File: config.mk
export PLATFORM = sky130hd
export DESIGN_NAME = sel_reg_mux
export DESIGN_NICKNAME = d
export VERILOG_FILES = /design/src/rtl/sel_pkg.sv /design/src/rtl/sel_mux_comb.sv /design/src/rtl/sel_reg_mux.sv
export SDC_FILE = /design/constraint.sdc
export NUM_CORES = 1
export LEC_CHECK = 0
export BUFFER_PORTS_ARGS = -buffer_cell sky130_fd_sc_hd__buf_4
export CORE_ASPECT_RATIO = 1.4
export CORE_UTILIZATION = 30
export DETAILED_ROUTE_END_ITERATION = 12
export PLACE_DENSITY = 0.57
export SLEW_MARGIN = 0
export SYNTH_ARGS = -nofsm -noshare
export SYNTH_HDL_FRONTEND = slang
export SYNTH_HIERARCHICAL = 1
export SYNTH_SLANG_ARGS = --single-unit
File: constraint.sdc
create_clock -name clk -period 1.6 [get_ports clk]
set_input_delay 0.32 -clock clk [delete_from_list [all_inputs] [get_ports clk]]
set_output_delay 0.32 -clock clk [all_outputs]
set_load 0.005 [all_outputs]
File: src/rtl/sel_pkg.sv
// rtl/sel_pkg.sv - shared defaults, select-code constants and illegal-select helper for sel_reg_mux
package sel_pkg;

    localparam int DEFAULT_WIDTH = 32;
    localparam int DEFAULT_CNT_W = 8;

    // Source codes shared by the 4-input datapath selectors.
    localparam logic [1:0] SRC_REG    = 2'd0;
    localparam logic [1:0] SRC_CONST4 = 2'd1;
    localparam logic [1:0] SRC_IMM    = 2'd2;
    localparam logic [1:0] SRC_IMM_SH = 2'd3;

    function automatic logic SEL_ILLEGAL(input int unsigned sel_v, input int unsigned num_in);
        return (sel_v >= num_in);
    endfunction

endpackage

File: src/rtl/sel_mux_comb.sv
// rtl/sel_mux_comb.sv - combinational N:1 selector with illegal-select flag; optional SEL_REG_MUX_CONST_EN
module sel_mux_comb
    import sel_pkg::*;
#(
    parameter int WIDTH  = DEFAULT_WIDTH,
    parameter int NUM_IN = 4,
    parameter int SEL_W  = (NUM_IN > 1) ? $clog2(NUM_IN) : 1
`ifdef SEL_REG_MUX_CONST_EN
    ,
    parameter logic [WIDTH-1:0] CONST_VAL = WIDTH'(32'd4)
`endif
) (
    input  logic [NUM_IN*WIDTH-1:0] in_flat,
    input  logic [SEL_W-1:0]        sel,
    output logic [WIDTH-1:0]        mux_c,
    output logic                    illegal_c
);

    always_comb begin
        mux_c     = '0;
        illegal_c = SEL_ILLEGAL(32'(sel), 32'(NUM_IN));
        for (int k = 0; k < NUM_IN; k++) begin
            if (sel == SEL_W'(k)) begin
                mux_c = in_flat[k*WIDTH +: WIDTH];
            end
        end
`ifdef SEL_REG_MUX_CONST_EN
        // Slot 1 is the built-in PC+4 style constant; the external slot is ignored.
        if (sel == SEL_W'(SRC_CONST4)) begin
            mux_c = CONST_VAL;
        end
`endif
    end

endmodule

File: src/rtl/sel_reg_mux.sv
// rtl/sel_reg_mux.sv - N:1 selector with load register, history, valid/err flags and load counter; optional SEL_REG_MUX_CONST_EN
module sel_reg_mux
    import sel_pkg::*;
#(
    parameter int WIDTH  = DEFAULT_WIDTH,
    parameter int NUM_IN = 4,
    parameter int SEL_W  = (NUM_IN > 1) ? $clog2(NUM_IN) : 1,
    parameter int CNT_W  = DEFAULT_CNT_W
`ifdef SEL_REG_MUX_CONST_EN
    ,
    parameter logic [WIDTH-1:0] CONST_VAL = WIDTH'(32'd4)
`endif
) (
    input  logic                    clk,
    input  logic                    rst_n,
    input  logic [NUM_IN*WIDTH-1:0] in_flat,
    input  logic [SEL_W-1:0]        sel,
    input  logic                    load,
    input  logic                    clr,
    output logic [WIDTH-1:0]        out_q,
    output logic [WIDTH-1:0]        prev_q,
    output logic [WIDTH-1:0]        mux_c,
    output logic                    valid_q,
    output logic                    err_q,
    output logic [CNT_W-1:0]        cnt_q
);

    logic             illegal_c;
    logic [WIDTH-1:0] out_d;
    logic [WIDTH-1:0] prev_d;
    logic             valid_d;
    logic             err_d;
    logic [CNT_W-1:0] cnt_d;

    sel_mux_comb #(
        .WIDTH     (WIDTH),
        .NUM_IN    (NUM_IN),
        .SEL_W     (SEL_W)
`ifdef SEL_REG_MUX_CONST_EN
        ,
        .CONST_VAL (CONST_VAL)
`endif
    ) u_mux (
        .in_flat   (in_flat),
        .sel       (sel),
        .mux_c     (mux_c),
        .illegal_c (illegal_c)
    );

    // clr is applied first so a same-cycle load sees cleared flags and counter.
    always_comb begin
        out_d   = out_q;
        prev_d  = prev_q;
        valid_d = valid_q;
        err_d   = err_q;
        cnt_d   = cnt_q;
        if (clr) begin
            valid_d = 1'b0;
            err_d   = 1'b0;
            cnt_d   = '0;
        end
        if (load) begin
            if (illegal_c) begin
                err_d = 1'b1;
            end else begin
                prev_d  = out_q;
                out_d   = mux_c;
                valid_d = 1'b1;
                if (cnt_d != {CNT_W{1'b1}}) begin
                    cnt_d = cnt_d + 1'b1;
                end
            end
        end
    end

    always_ff @(posedge clk) begin
        if (!rst_n) begin
            out_q   <= '0;
            prev_q  <= '0;
            valid_q <= 1'b0;
            err_q   <= 1'b0;
            cnt_q   <= '0;
        end else begin
            out_q   <= out_d;
            prev_q  <= prev_d;
            valid_q <= valid_d;
            err_q   <= err_d;
            cnt_q   <= cnt_d;
        end
    end

endmodule

Word-level counts from Yosys, hierarchy flattened
Cells that the tools add are included.
{"block": "totals", "ff_bits": 73, "input_bits": 134, "wordCells": 20, "output_inout_bits": 106}
{"block": "op_classes", "eq_ne": 4, "muxes": 9, "addsub": 1, "reduce_logical": 2}
{"operator": "$mux 32", "count": 4}
{"operator": "$mux 8", "count": 3}
{"operator": "$add 8x1->8 const B", "count": 1}
{"operator": "$ne 8x8->1 const B", "count": 1}
{"operator": "$eq 2x2->1 const B", "count": 2}
{"operator": "$eq 2x1->1 const B", "count": 1}
{"operator": "$logic_not 2->1", "count": 1}
{"operator": "$mux 1", "count": 2}
{"operator": "$reduce_bool 2->1", "count": 1}

Depth between registers and ports, before layout
Gate-level depths: netlist (run 1).
{"block": "logic_depth", "word_depth": 5, "depth_mapped": 7}

Hierarchy
Netlist (run 1), hierarchy kept.
{"module": "sel_reg_mux", "instances": 1, "cells_each": 329, "seq_area_each_um2": 1481.4, "area_each_um2": 2822.7}
{"module": "sel_mux_comb", "instances": 1, "cells_each": 41, "seq_area_each_um2": 0.0, "area_each_um2": 825.8}

Worst setup path after synthesis (run 1)
OpenSTA, ideal clock, no wires.
{"block": "synth_timing", "path_type": "input to output", "start": "in sel[0]", "end": "out mux_c[10]", "path_slack_ns": 0.187, "cell_stages": 3, "path_buffers": 2, "arrival_ns": 1.093, "path_cell_list": "buf_6 -> buf_12 -> mux4_2"}
{"block": "synth_via", "elab_chain_len": 5}
{"element": "from (decl)", "line_no": "sel_reg_mux.sv:17", "text": "input logic [SEL_W-1:0] sel,"}
{"element": "$logic_not 2->1", "line_no": "sel_mux_comb.sv:23", "text": "if (sel == SEL_W'(k)) begin"}
{"element": "$mux 32 (3 in series)", "line_no": "sel_mux_comb.sv:23"}
{"element": "$mux 32 (*)", "line_no": "sel_mux_comb.sv:23"}
{"element": "to (decl)", "line_no": "sel_reg_mux.sv:22", "text": "output logic [WIDTH-1:0] mux_c,"}
Every way passes the cells marked *; elsewhere a longest branch is shown, timed or not.

Worst setup path after layout (run 1)
{"block": "layout_timing", "start": "in sel[0]", "end": "out mux_c[4]"}
Same word-level chain as after synthesis.

==> impl_metrics.json, run 1 <==
{
  "status": "complete, but fails checks",
  "violations": "negative setup slack",
  "cts_buffers": 9,
  "die_area_um2": 12600,
  "floorplan.initialDensity_pct": 30.9,
  "ys_seq_elements": 74,
  "tns_ps": -26.4,
  "grt_pass1_wl_um": 19500,
  "rows": 47,
  "drc": 0,
  "critPathCaptureType": "output pin",
  "grt_max_degree": 65,
  "syn_inst": 370,
  "power_density_nw_per_um2": 863,
  "h-tree-depth": 3,
  "rsz0062_at_grt": "yes",
  "antenna_found_initial": 0,
  "setup_viol_count_final": 2,
  "final_area_um2": 6230,
  "grt_pass1_vias": 3745,
  "wl_per_cell_um": 16.3,
  "ir_worst_vdd_mv": 0.358,
  "syn_area_per_cell_um2": 9.86,
  "drv_slew": 0,
  "final_util_pct": 52.7,
  "drtPass1Iterations": 6,
  "grt_use_total_pct": 20.6,
  "fin_cells": 773,
  "final_cell_mix": "buf_4, nand2_1, dfxtp_1",
  "die_w_um": 95.2,
  "cap_violations": 0,
  "synth_cell_types": 31,
  "clock_sinks": 74,
  "vias_per_cell": 4.74,
  "syn2layout_area_growth_pct": 70.7,
  "drtIter0Drc": 104,
  "path_class": "in2out",
  "cts_tree": "done",
  "syn_nets": 504,
  "yosys_warnings": 6,
  "core_um2": 11800,
  "grt_overflow": 0,
  "cts_root_buffer": "clkbuf_16",
  "worst_hold_path_type": "in2reg",
  "fin_crit_ps": 1620,
  "hold_violations": 0,
  "fmax_mhz": 617,
  "gp_congestion": 0.868,
  "hold_ws_ps": 331,
  "yosysSeqAreaShare_pct": 40.6,
  "power.total_mw": 5.37,
  "worst_slack_ps": -21.2,
  "postRouteAntennaNets": 0,
  "worstSkewPairLatency_ps": 330,
  "die_y_um": 132,
  "finClkSkew_ps": 3.71,
  "ios": 240,
  "required_ps": 1280,
  "cellLeakagePower_nw": 2.73,
  "worstPathArrival_ps": 1300,
  "vias": 3662,
  "place_hpwl_um": 9680,
  "post-route-period-util_pct": 101,
  "post-place-ws_ps": -104,
  "dp_cells": 745,
  "syn_area_um2": 3650,
  "antennaDiodeCount": 0,
  "cp_max_fo": 8,
  "critPathLaunchType": "primary input",
  "clk_pin_slew_ps": 60,
  "clk_path_buf_depth": 2,
  "n_fill_cell": 1112,
  "layout-drive-gt1-share_pct": 51.8,
  "drt-total-wl_um": 12600,
  "placed_cell_area_um2": 5680,
  "placement.io_buffers": 239,
  "nNetsFinal": 755,
  "layout_commonest_cell": "buf_4"
}
per-layer routing:
| layer | track usage, % | vias up | wire (um) |
|---|---|---|---|
| li1 | - | 1792 | - |
| met1 | 22.8 | 1693 | 4670 |
| met2 | 37.2 | 159 | 6830 |
| met3 | 4.94 | 18 | 845 |
| met4 | 7.74 | 0 | 260 |
| met5 | 0 | - | 0 |
logic make-up after synthesis:
| group | Yosys count | synth area share (%) |
|---|---|---|
| DFF | 74 | 40.6 |
| other | 1 | 0.103 |
| and+or+nand+nor | 157 | 18.7 |
| buffers and inverters | 30 | 5.25 |
| AOI/OAI and AO/OA | 76 | 15.4 |
| muxes | 32 | 20.0 |
final timing paths:
kind	endpoint	slack (ps)	from	cells past startpoint
hold reg to reg	prev_q[14]	460	prev_q[14]	2
setup / recovery	mux_c[4]	-20	sel[0]	4
setup reg to reg	cnt_q[6]	210	cnt_q[1]	4
hold / removal	cnt_q[4]	330	rst_n	3
cell usage after synthesis (all sizes together):
master    n  area (um2)
or2b      1        7.51
nor2b     2        12.5
nor4      2        33.8
inv       1        3.75
a41oi     1        8.76
a21oi     3        15.0
a21boi   66         495
nor3      4        25.0
conb      1        3.75
nand2b    5        31.3
nor2      5        18.8
nand2   132         495
or2       1        6.26
a211oi    2        20.0
and4b     1        10.0
o21ai     2        10.0
and2b     1        7.51
nand3     2        10.0
nand4b    1        23.8
a31oi     2        12.5
clkbuf   11        41.3
mux4     32         728
dfxtp    74        1480
buf      18         146
final cells by class:
cell class | instances | area, um2 | share of cell area [%]
Inverter | 1 | 3.75 | 0.0603
Sequential cell | 74 | 1480 | 23.8
Clock buffer | 11 | 253 | 4.06
Clock inverter | 5 | 100 | 1.61
Timing Repair Buffer | 269 | 2230 | 35.8
Multi-Input combinational cell | 266 | 1980 | 31.7
Tap cell | 147 | 184 | 2.95
report_power, final:
part           total [mW]  switching [mW]  internal [mW]  leakage, nW
clock                2.35           0.752           1.60        0.176
combinational        1.07           0.380          0.689         1.96
sequential           1.95          0.0447           1.91        0.601
total                5.37            1.18           4.20         2.73
repair_timing:
action	CTS	global route
cloned	2	0
pin swaps	0	0
setup buffers	0	10
resized for setup	12	9
endpoints found under the setup margin	30	26
hold buffers	0	0
hold endpoints to repair	0	0
registers in the layout (all words and copies together) (netlist names):
| register | flops |
|---|---|
| out_q | 32 |
| prev_q | 32 |
| cnt_q | 8 |
| err_q | 1 |
| valid_q | 1 |
critical path, cell delays in order:
cell    delay, ps
buf_16        130
buf_12        150
mux4_2        550
buf_6         140
Power figures use the tool's default switching activity.
==> inputs of run 2 (changes only) <==
- clock period: 1.6 -> 2 ns (I/O delays scaled with it)
==> run 2 against run 1 <==
The flow now finishes without violations. Sequential power is 20% lower. Worst setup slack gained 170 ps. Clock skew hardly changed. Via count decreased by 1.2%. Clock power down 29%. Critical path depth is the same. Flip-flop and latch count unchanged. Die area stayed put. Register-to-register slack gained 420 ps. Largest cell class is now multi-input gates. First-iteration DRC count unchanged. Sequential share of layout area is 1.4 points higher. Core utilization decreased by 2.8 points.
==> impl_metrics.json, run 2 (same netlist as run 1, synthesis figures left out) <==
{
  "status": "finished, final reports clean",
  "post-route-period-util_pct": 92.6,
  "drt-total-wl_um": 12500,
  "top_regs": "out_q: 32 flops, prev_q: 32 flops, cnt_q: 8 flops",
  "clk_pin_slew_ps": 60,
  "ios": 240,
  "h-tree-depth": 3,
  "postRouteAntennaNets": 0,
  "grt_overflow": 0,
  "cts_setup_buffers": 0,
  "core_um2": 11800,
  "drc": 0,
  "gp_congestion": 0.890,
  "critPathCaptureType": "output pin",
  "die_w_um": 95.2,
  "cellLeakagePower_nw": 2.56,
  "layout_commonest_cell": "buf_4",
  "vias_per_cell": 4.82,
  "drv_slew": 0,
  "timing.rr.start": "cnt_q[1]",
  "cts_buffers": 9,
  "cts_resized": 0,
  "crit_family": "multiplexers",
  "antennaDiodeCount": 0,
  "fmax_mhz": 540,
  "fin_cells": 751,
  "tns_ps": 0,
  "vias": 3619,
  "die_y_um": 132,
  "drtIter0Drc": 104,
  "nNetsFinal": 734,
  "grt_pass1_wl_um": 19300,
  "min_to": "valid_q",
  "worstSkewPairLatency_ps": 330,
  "cap_violations": 0,
  "grt_pass1_vias": 3769,
  "rows": 47,
  "antenna_found_initial": 0,
  "place_hpwl_um": 9800,
  "rsz0062_at_grt": "no",
  "worstPathArrival_ps": 1450,
  "wl_per_cell_um": 16.6,
  "cts_root_buffer": "clkbuf_16",
  "cpMaxStageDelayCell": "mux4_1",
  "setup_viol_count_final": 0,
  "hold_start": "clr",
  "dp_cells": 736,
  "power_density_nw_per_um2": 678,
  "path_class": "in2out",
  "cp_cell_sequence": "buf_4 -> buf_12 -> mux4_1 -> buf_4",
  "layout-drive-gt1-share_pct": 49.8,
  "fin_crit_ps": 1850,
  "cp_max_fo": 13,
  "syn2layout_area_growth_pct": 61.5,
  "grt_max_degree": 68,
  "ir_worst_vdd_mv": 0.390,
  "final_cell_mix": "buf_4, nand2_1, dfxtp_1",
  "clock_sinks": 74,
  "reg2reg_slack_ps": 630,
  "worst_hold_path_type": "in2reg",
  "crit_buf_inv": 3,
  "die_area_um2": 12600,
  "crit_top_cell": "buf_4",
  "hold_violations": 0,
  "r2r_end": "cnt_q[6]",
  "whs_path_depth": 3,
  "drtPass1Iterations": 4,
  "placement.io_buffers": 239,
  "floorplan.initialDensity_pct": 30.9,
  "critPathLaunchType": "primary input",
  "postCtsHoldBufs": 0,
  "cpPeakStageDelay_ps": 580,
  "required_ps": 1600,
  "n_fill_cell": 1160,
  "reg2reg_depth": 4,
  "grt_use_total_pct": 20.6,
  "finClkSkew_ps": 3.99,
  "cts_tree": "done",
  "clk_path_buf_depth": 2
}
## run 2: cell count changes in the layout (fill, tap and decap cells not counted)
| cell | delta |
|---|---|
| buf_6 | -14 |
| clkbuf_8 | -2 |
| bufinv_16 | -1 |
| clkinv_2 | +1 |
| mux4_1 | +1 |
| clkinvlp_4 | +1 |
| mux4_2 | -1 |
| buf_16 | -3 |
| buf_4 | -2 |
| buf_12 | -2 |
## run 2: final cells by class
class                      instances  area [um2]  share of cell area, %
sequential                        74        1480                   25.1
timing repair buffer             248        1940                   32.9
inverter                           1        3.75                 0.0637
multi-input combinational        266        1980                   33.6
tap                              147         184                   3.12
clock buffer                       9         225                   3.82
clock inverter                     6        82.6                   1.40
## run 2: worst max-delay path by stage
stage          cells past startpoint  slack (ps)   endpoint    from
2_1_floorplan                      3         430  mux_c[10]  sel[0]
3_3_place_gp                       4         140  mux_c[31]  sel[0]
3_5_place_dp                       4         130  mux_c[31]  sel[0]
4_1_cts                            4         130  mux_c[31]  sel[0]
5_1_grt                            4          90  mux_c[31]  sel[0]
6_report                           4         150  mux_c[31]  sel[0]
## run 2: routing by layer
metal / track usage [%] / vias up / share of wire (%)
met5: 0 / - / 0
met4: 9.60 / 0 / 2.8
met3: 5.69 / 21 / 7.3
met2: 36.5 / 147 / 54
met1: 22.2 / 1702 / 36
li1: - / 1749 / -
## run 2: through the flow
step | worst slack [ps] | total power [mW] | hold WS, ps | utilization, % | area, um2
after floorplan | 427 | 1.90 | 460 | - | 3650
after global placement | 136 | 2.34 | 449 | 47.3 | 5590
after detailed placement | 133 | 2.35 | 458 | 47.3 | 5590
after CTS | 126 | 4.06 | 420 | 49.9 | 5890
after global routing | 86.8 | 4.17 | 466 | 49.9 | 5890
final | 147 | 4.00 | 438 | 49.9 | 5890
## run 2: worst reg2reg max path: cells and delay by family (launching register included)
kind	cells	cell delay, ps
AND/OR/NAND/NOR	4	830
flip-flops	1	440
## run 2: power by group
part           switching, mW  internal [mW]  leakage [nW]
Clock                  0.607           1.08         0.151
Sequential            0.0363           1.53         0.601
Combinational          0.282          0.471          1.81
